File: config.mk
export PLATFORM = sky130hd
export DESIGN_NAME = oam_dma_controller
export DESIGN_NICKNAME = d
export VERILOG_FILES = /design/src/rtl/oam_dma_controller_pkg.sv /design/src/rtl/oam_dma_controller_slot_counter.sv /design/src/rtl/oam_dma_controller.sv
export SDC_FILE = /design/constraint.sdc
export NUM_CORES = 1
export LEC_CHECK = 0
export BUFFER_PORTS_ARGS = -buffer_cell sky130_fd_sc_hd__buf_4
export CAP_MARGIN = 10
export CORE_UTILIZATION = 45
export CTS_BUF_LIST = sky130_fd_sc_hd__clkbuf_16
export CTS_CLUSTER_DIAMETER = 80
export DETAILED_ROUTE_END_ITERATION = 8
export PLACE_DENSITY = 0.84
export SLEW_MARGIN = 30
export SYNTH_ARGS = -nofsm -noshare
export SYNTH_HDL_FRONTEND = slang
export SYNTH_SLANG_ARGS = --single-unit
File: constraint.sdc
create_clock -name iClock -period 2.15 [get_ports iClock]
set_input_delay 0.215 -clock iClock [delete_from_list [all_inputs] [get_ports iClock]]
set_output_delay 0.215 -clock iClock [all_outputs]
set_load 0.005 [all_outputs]
File: src/rtl/oam_dma_controller_pkg.sv
// gb_mem_map: shared memory-map constants and DMA state encoding
package gb_mem_map;
    localparam logic [15:0] ADDR_DMA_REG = 16'hFF46;
    localparam logic [15:0] ADDR_HRAM_LO = 16'hFF80;
    localparam logic [15:0] ADDR_HRAM_HI = 16'hFFFE;
    localparam logic [15:0] OAM_BASE     = 16'hFE00;
    localparam int          OAM_BYTES    = 160;
    typedef enum logic {ST_IDLE, ST_XFER} dma_state_e;
    // Pages E0-FF echo WRAM, so the source is fetched 0x20 pages lower.
    function automatic logic [7:0] dma_src_hi(input logic [7:0] v);
        return v >= 8'hE0 ? v - 8'h20 : v;
    endfunction
endpackage

File: src/rtl/oam_dma_controller_slot_counter.sv
// dma_slot_counter: modulo-CYCLES_PER_BYTE counter with terminal count and sync clear
// Ports: iClock/iReset, iClear (sync clear), iEnable (count), oCount, oTerminal (count == last slot)
module dma_slot_counter #(
    parameter int CYCLES_PER_BYTE = 4,
    parameter int W = $clog2(CYCLES_PER_BYTE)
) (
    input  logic         iClock,
    input  logic         iReset,
    input  logic         iClear,
    input  logic         iEnable,
    output logic [W-1:0] oCount,
    output logic         oTerminal
);
    logic [W-1:0] count_q;
    assign oCount = count_q;
    assign oTerminal = count_q == W'(CYCLES_PER_BYTE - 1);
    always_ff @(posedge iClock) begin
        if (iReset || iClear) count_q <= '0;
        else if (iEnable) count_q <= oTerminal ? '0 : count_q + 1'b1;
    end
endmodule

File: src/rtl/oam_dma_controller.sv
// oam_dma_controller: sequences the FF46-triggered 160-byte copy into OAM
// Ports: iClock/iReset; CPU bus (iCpuAddr, iCpuWe, iCpuReadRequest, iCpuData); oDmaReg readback;
// source read port (oDmaReadRequest, oDmaReadAddr, iDmaReadData); OAM write port (oOamWe, oOamAddr, oOamData);
// oDmaActive and oCpuBusConflict status.
module oam_dma_controller #(
    parameter int CYCLES_PER_BYTE = 4,
    parameter int READ_LATENCY    = 1,
    parameter int OAM_BYTES       = 160
) (
    input  logic        iClock,
    input  logic        iReset,
    input  logic [15:0] iCpuAddr,
    input  logic        iCpuWe,
    input  logic        iCpuReadRequest,
    input  logic [7:0]  iCpuData,
    output logic [7:0]  oDmaReg,
    output logic        oDmaActive,
    output logic        oDmaReadRequest,
    output logic [15:0] oDmaReadAddr,
    input  logic [7:0]  iDmaReadData,
    output logic        oOamWe,
    output logic [7:0]  oOamAddr,
    output logic [7:0]  oOamData,
    output logic        oCpuBusConflict
);
    import gb_mem_map::*;
    localparam int SW = $clog2(CYCLES_PER_BYTE);
    dma_state_e    state_q;
    logic [7:0]    reg_q, src_q, idx_q, data_q;
    logic [SW-1:0] slot;
    logic          slot_tc, trigger, xfer, last;
    assign trigger = iCpuWe && iCpuAddr == ADDR_DMA_REG;
    assign xfer = state_q == ST_XFER;
    assign last = slot_tc && idx_q == 8'(OAM_BYTES - 1);
    // Slot count restarts on every trigger so a retrigger begins at s == 0.
    dma_slot_counter #(.CYCLES_PER_BYTE(CYCLES_PER_BYTE), .W(SW)) u_slot (
        .iClock   (iClock),
        .iReset   (iReset),
        .iClear   (trigger || !xfer),
        .iEnable  (xfer),
        .oCount   (slot),
        .oTerminal(slot_tc)
    );
    always_ff @(posedge iClock) begin
        if (iReset) begin
            state_q <= ST_IDLE;
            reg_q   <= '0;
            src_q   <= '0;
            idx_q   <= '0;
            data_q  <= '0;
        end else begin
            // A trigger wins over end-of-transfer so back-to-back runs have no idle gap.
            if (trigger) begin
                state_q <= ST_XFER;
                reg_q   <= iCpuData;
                src_q   <= dma_src_hi(iCpuData);
                idx_q   <= '0;
            end else if (xfer && slot_tc) begin
                idx_q <= last ? idx_q : idx_q + 8'd1;
                if (last) state_q <= ST_IDLE;
            end
            if (xfer && slot == SW'(READ_LATENCY)) data_q <= iDmaReadData;
        end
    end
    assign oDmaReg = reg_q;
    assign oDmaActive = xfer;
    assign oDmaReadRequest = xfer && slot == '0;
    assign oDmaReadAddr = {src_q, idx_q};
    assign oOamWe = xfer && slot_tc;
    assign oOamAddr = idx_q;
    assign oOamData = data_q;
    assign oCpuBusConflict = xfer && (iCpuWe || iCpuReadRequest) &&
                             !(iCpuAddr >= ADDR_HRAM_LO && iCpuAddr <= ADDR_HRAM_HI);
endmodule

Word level (Yosys, flattened, before mapping)
Index checks and enable logic that the tools add are counted.
- register bits after elaboration: 35
- output and inout port bits: 44
- input port bits: 36
- logic and storage cells: 41
- multiplexer cells: 5
- bitwise logic cells: 1
- add/subtract/negate cells: 3
- reduce and logical (&&, ||, !) cells: 19
- equal/unequal tests: 4
- $lt $le $gt $ge: 3
- operators by type and width (operator ; count):
    $eq A16 B16 Y1 const B ; 1
    $ge A16 B16 Y1 const B ; 1
    $le A16 B16 Y1 const B ; 1
    $add A8 B1 Y8 const B ; 1
    $eq A8 B8 Y1 const B ; 1
    $ge A8 B8 Y1 const B ; 1
    $logic_and A1 B1 Y1 ; 8
    $mux W8 ; 1
    $sub A8 B6 Y8 const B ; 1
    $reduce_and A2 Y1 ; 2
    $reduce_bool A2 Y1 ; 2
    $logic_or A1 B1 Y1 ; 3
    $mux W1 ; 3
    $add A2 B1 Y2 const B ; 1
    $eq A2 B1 Y1 const B ; 1
    $eq A2 B2 Y1 const B ; 1
    $logic_not A1 Y1 ; 2
    $logic_not A2 Y1 ; 1
    $mux W2 ; 1
    $reduce_or A2 Y1 ; 1
    $not A1 Y1 ; 1

Logic depth before layout (Yosys ltp)
- depth in word-level cells: 5
- gate-level depth with buffers: 6
- mapped depth without buffers: 5

Modules after synthesis
Synthesis repeated with hierarchy kept, for this count alone.
- cell total of the unflattened synthesis: 168
- area, all modules: 1498.9 µm²
- by module, submodules not included (module ; area each (µm²) ; times used ; cells each):
    oam_dma_controller ; 1403.8 ; 1 ; 160
    dma_slot_counter ; 95.1 ; 1 ; 8

Worst setup path after synthesis
Ideal clock, no wire load.
- path kind: register -> register
- start: register u_slot.count_q[0] (netlist: u_slot.oCount[0])
- end: register idx_q[7] (netlist: oOamAddr[7])
- required time: 2.014 ns
- data arrival time: 1.392 ns
- cell stages (with the launch flop): 6
- setup slack: 0.623 ns
- setup time: 0.136 ns
- cell sequence: dfxtp_1 -> ha_1 -> and4bb_4 -> a311oi_4 -> mux2i_1 -> nor4_2
- word-level cells in the longest chain between the ends: 4
- elaborated cells between the ends (all ways): 5
- ends and longest elaborated chain (item ; line ; source):
    start, declared ; oam_dma_controller_slot_counter.sv:14 ; logic [W-1:0] count_q;
    start signal, assigned ; oam_dma_controller_slot_counter.sv:19 ; else if (iEnable) count_q <= oTerminal ? '0 : count_q + 1'b1;
    $eq A2 B2 Y1 * ; oam_dma_controller_slot_counter.sv:16 ; assign oTerminal = count_q == W'(CYCLES_PER_BYTE - 1);
    $logic_and A1 B1 Y1 ; oam_dma_controller.sv:34 ; assign last = slot_tc && idx_q == 8'(OAM_BYTES - 1);
    $not A1 Y1 (no source line) ; n/a ;
    $reduce_and A2 Y1 (no source line) * ; n/a ;
    end signal, assigned ; oam_dma_controller.sv:59 ; idx_q <= last ? idx_q : idx_q + 8'd1;
    end, declared ; oam_dma_controller.sv:29 ; logic [7:0] reg_q, src_q, idx_q, data_q;
Every way passes the cells marked *; elsewhere a longest branch is shown, timed or not.
A chain may end at the register's enable or synchronous reset.

Worst setup path after layout
Same ends and word-level chain as after synthesis.

==> results.ini <==
[timing]
period_share=0.759
grt_setup_unrepaired=no
setup_tns_ns=0
slew_viol_final=0
fin_skew_ns=0.00579
worst_pin_slew_ns=0.442
finalSetupViolations=0
hold_ws_ns=0.207
relSlewSlack=0.706
max_freq_mhz=613
hold_violations=0
fin_crit_ns=1.63

[clock_network]
clockRootBuffer=clkbuf_16
cts_tree=yes
ctsHoldBuffers=0
clk_latency_ns=0.28
clock_path_buffers=2
ctsResizeCount=0
htree_levels=2
cts_sinks=30
path_clk_slew_ns=0.05
numCtsBuffers=5
post_cts_buffers=0

[cells_and_area]
final_cell_count_no_fill=291
stdcell_area_um2=2240
multi_input_area_um2=768
antennaDiodeCount=0
regArea_um2=601
drive_gt1_frac=0.401
n_fill_cell=271
area_growth_pct=45.4
fin_nets=287

[placement]
place_area_um2=2070
numPlacedInstances=283
port_buffers=79
gp_routability_congestion=0.801
post-dp-hpwl_um=2780

[floorplan]
dieArea_um2=3650
die_w_um=60.5
core-area_um2=3150
die_h_um=60.5
io_pins=80
rows=20
initial_core_util=0.488

[pwr]
p_sw_frac=0.186
p_seq_frac=0.399
clock_power_share=0.550
p_comb_frac=0.052
total_power_mw=1.40
switchingPower_mw=0.259
cellInternalPower_mw=1.14
cellLeakagePower_nw=0.945
powerDensity_nw_per_um2=625
max-vdd-ir-drop_v=0.000504

[yosys]
syn_nets=221
synthTopCellsByArea=dfxtp_1, nand3_1, a21oi_1, buf_4, ha_1
yosys.area.top_type=dfxtp_1
ys.flop_type=dfxtp_1
async_reset_ff_frac=0
syn_area_per_cell_um2=8.54
synth_top_area_share=0.391
ys_ff_latch=30
synthTopCellsByCount=dfxtp_1, nand3_1, a21oi_1, nand2_1, buf_4
synthCells=180
synth_edf_count=0
ys_warn_count=0
syn-cell-area_um2=1540
synth.most_common_cell=dfxtp_1
synth_cell_types=34
yosysSeqAreaShare=0.391

[detailed_routing]
via_per_inst=5.16
wl_per_cell_um=13.0
ant_nets=0
wl_um=3800
drc=0
vias=1502
drt_iter0_drc=56
firstDrtPassIters=4

[global_routing]
groute.usage.overall=0.219
grt_pass1_wl_um=5890
first_global_vias=1359
grt_max_degree=31
antenna_found_initial=0
overflow=0

[job]
max_cap_viol_count=0

[setup_path]
arrival_ns=1.77
worst_ep_required_time_ns=2.29
cp-end-kind=flip-flop
critPathKind=flip-flop to flip-flop
path_max_fanout=5
cp-start-kind=flip-flop

[worst_hold_path]
hold_class=input pin to flip-flop

[outcome]
status=finished, final reports clean

[worst max-delay path, cell delays in order (launching register included)]
cell	delay (ns)
dfxtp_1	0.33
ha_1	0.25
and4bb_4	0.25
a311oi_4	0.34
mux2i_1	0.25
nor4_2	0.07
[registers in the layout, summed over array words and instances (netlist names)]
| register | cells |
|---|---|
| oOamData | 8 |
| src_q | 3 |
| oDmaActive | 1 |
| u_slot.oCount | 2 |
| oDmaReg | 8 |
| oOamAddr | 8 |
[stage by stage]
stage | utilization | setup slack, ns
floorplan | - | 0.623
global placement | 0.658 | 0.580
detailed placement | 0.658 | 0.513
CTS | 0.709 | 0.511
global route | 0.709 | 0.358
finish | 0.709 | 0.519
[path summary, 6_finish.rpt]
check	cells past startpoint	to	slack [ns]	from
worst max register to register	5	oOamAddr[7]	0.52	u_slot.oCount[0]
worst max-delay path	5	oOamAddr[7]	0.52	u_slot.oCount[0]
worst min register to register	2	oOamData[4]	0.46	oOamData[4]
worst min-delay path	3	oDmaReg[4]	0.21	iCpuData[4]
[layout by cell type, fill, tap and decap left out, drive strengths merged, types with 2 or more instances in the layout]
| cell type | Yosys | layout |
|---|---|---|
| buf | 15 | 83 |
| dfxtp | 30 | 30 |
| nand3 | 21 | 21 |
| a21oi | 20 | 20 |
| nand2 | 16 | 16 |
| o21ai | 12 | 12 |
| inv | 7 | 9 |
| nor3 | 8 | 8 |
| nand4 | 7 | 7 |
| xnor2 | 5 | 5 |
| ha | 5 | 5 |
| clkbuf | 9 | 5 |
| and2 | 3 | 3 |
| nor2 | 3 | 3 |
| nor4 | 3 | 3 |
| a2111oi | 2 | 2 |
| mux2i | 2 | 2 |
[kinds of logic after synthesis]
family,count (synthesis),share of synthesized area
buffers and inverters,31,0.110
AO/OA/AOI/OAI,41,0.175
flip-flops,30,0.391
adder cells (fa/ha/maj),5,0.0407
AND/OR/NAND/NOR,66,0.242
XOR/XNOR,5,0.0285
multiplexers,2,0.0130
[power groups by stage]
stage	Combinational (mW)	Sequential [mW]	Clock (mW)
final	0.0726	0.557	0.768
after global routing	0.0788	0.556	0.807
after CTS	0.0729	0.557	0.777
after detailed placement	0.0728	0.568	0
after global placement	0.0719	0.568	0
after floorplan	0.0164	0.568	0
[routing by layer]
metal	GRT usage	wire, um	vias up
met2	0.377	1880	61
met5	0	0	-
li1	-	-	759
met4	0.0812	45	0
met3	0.0725	287	5
met1	0.253	1580	677
[area by class of cell]
type                            instances  share of cell area
Multi-Input combinational cell        119               0.344
Timing Repair Buffer                   83               0.279
Sequential cell                        30               0.269
Clock buffer                            5              0.0560
Tap cell                               44              0.0246
Clock inverter                          3              0.0168
Inverter                                7              0.0118
(Power assumes the default switching activity.)
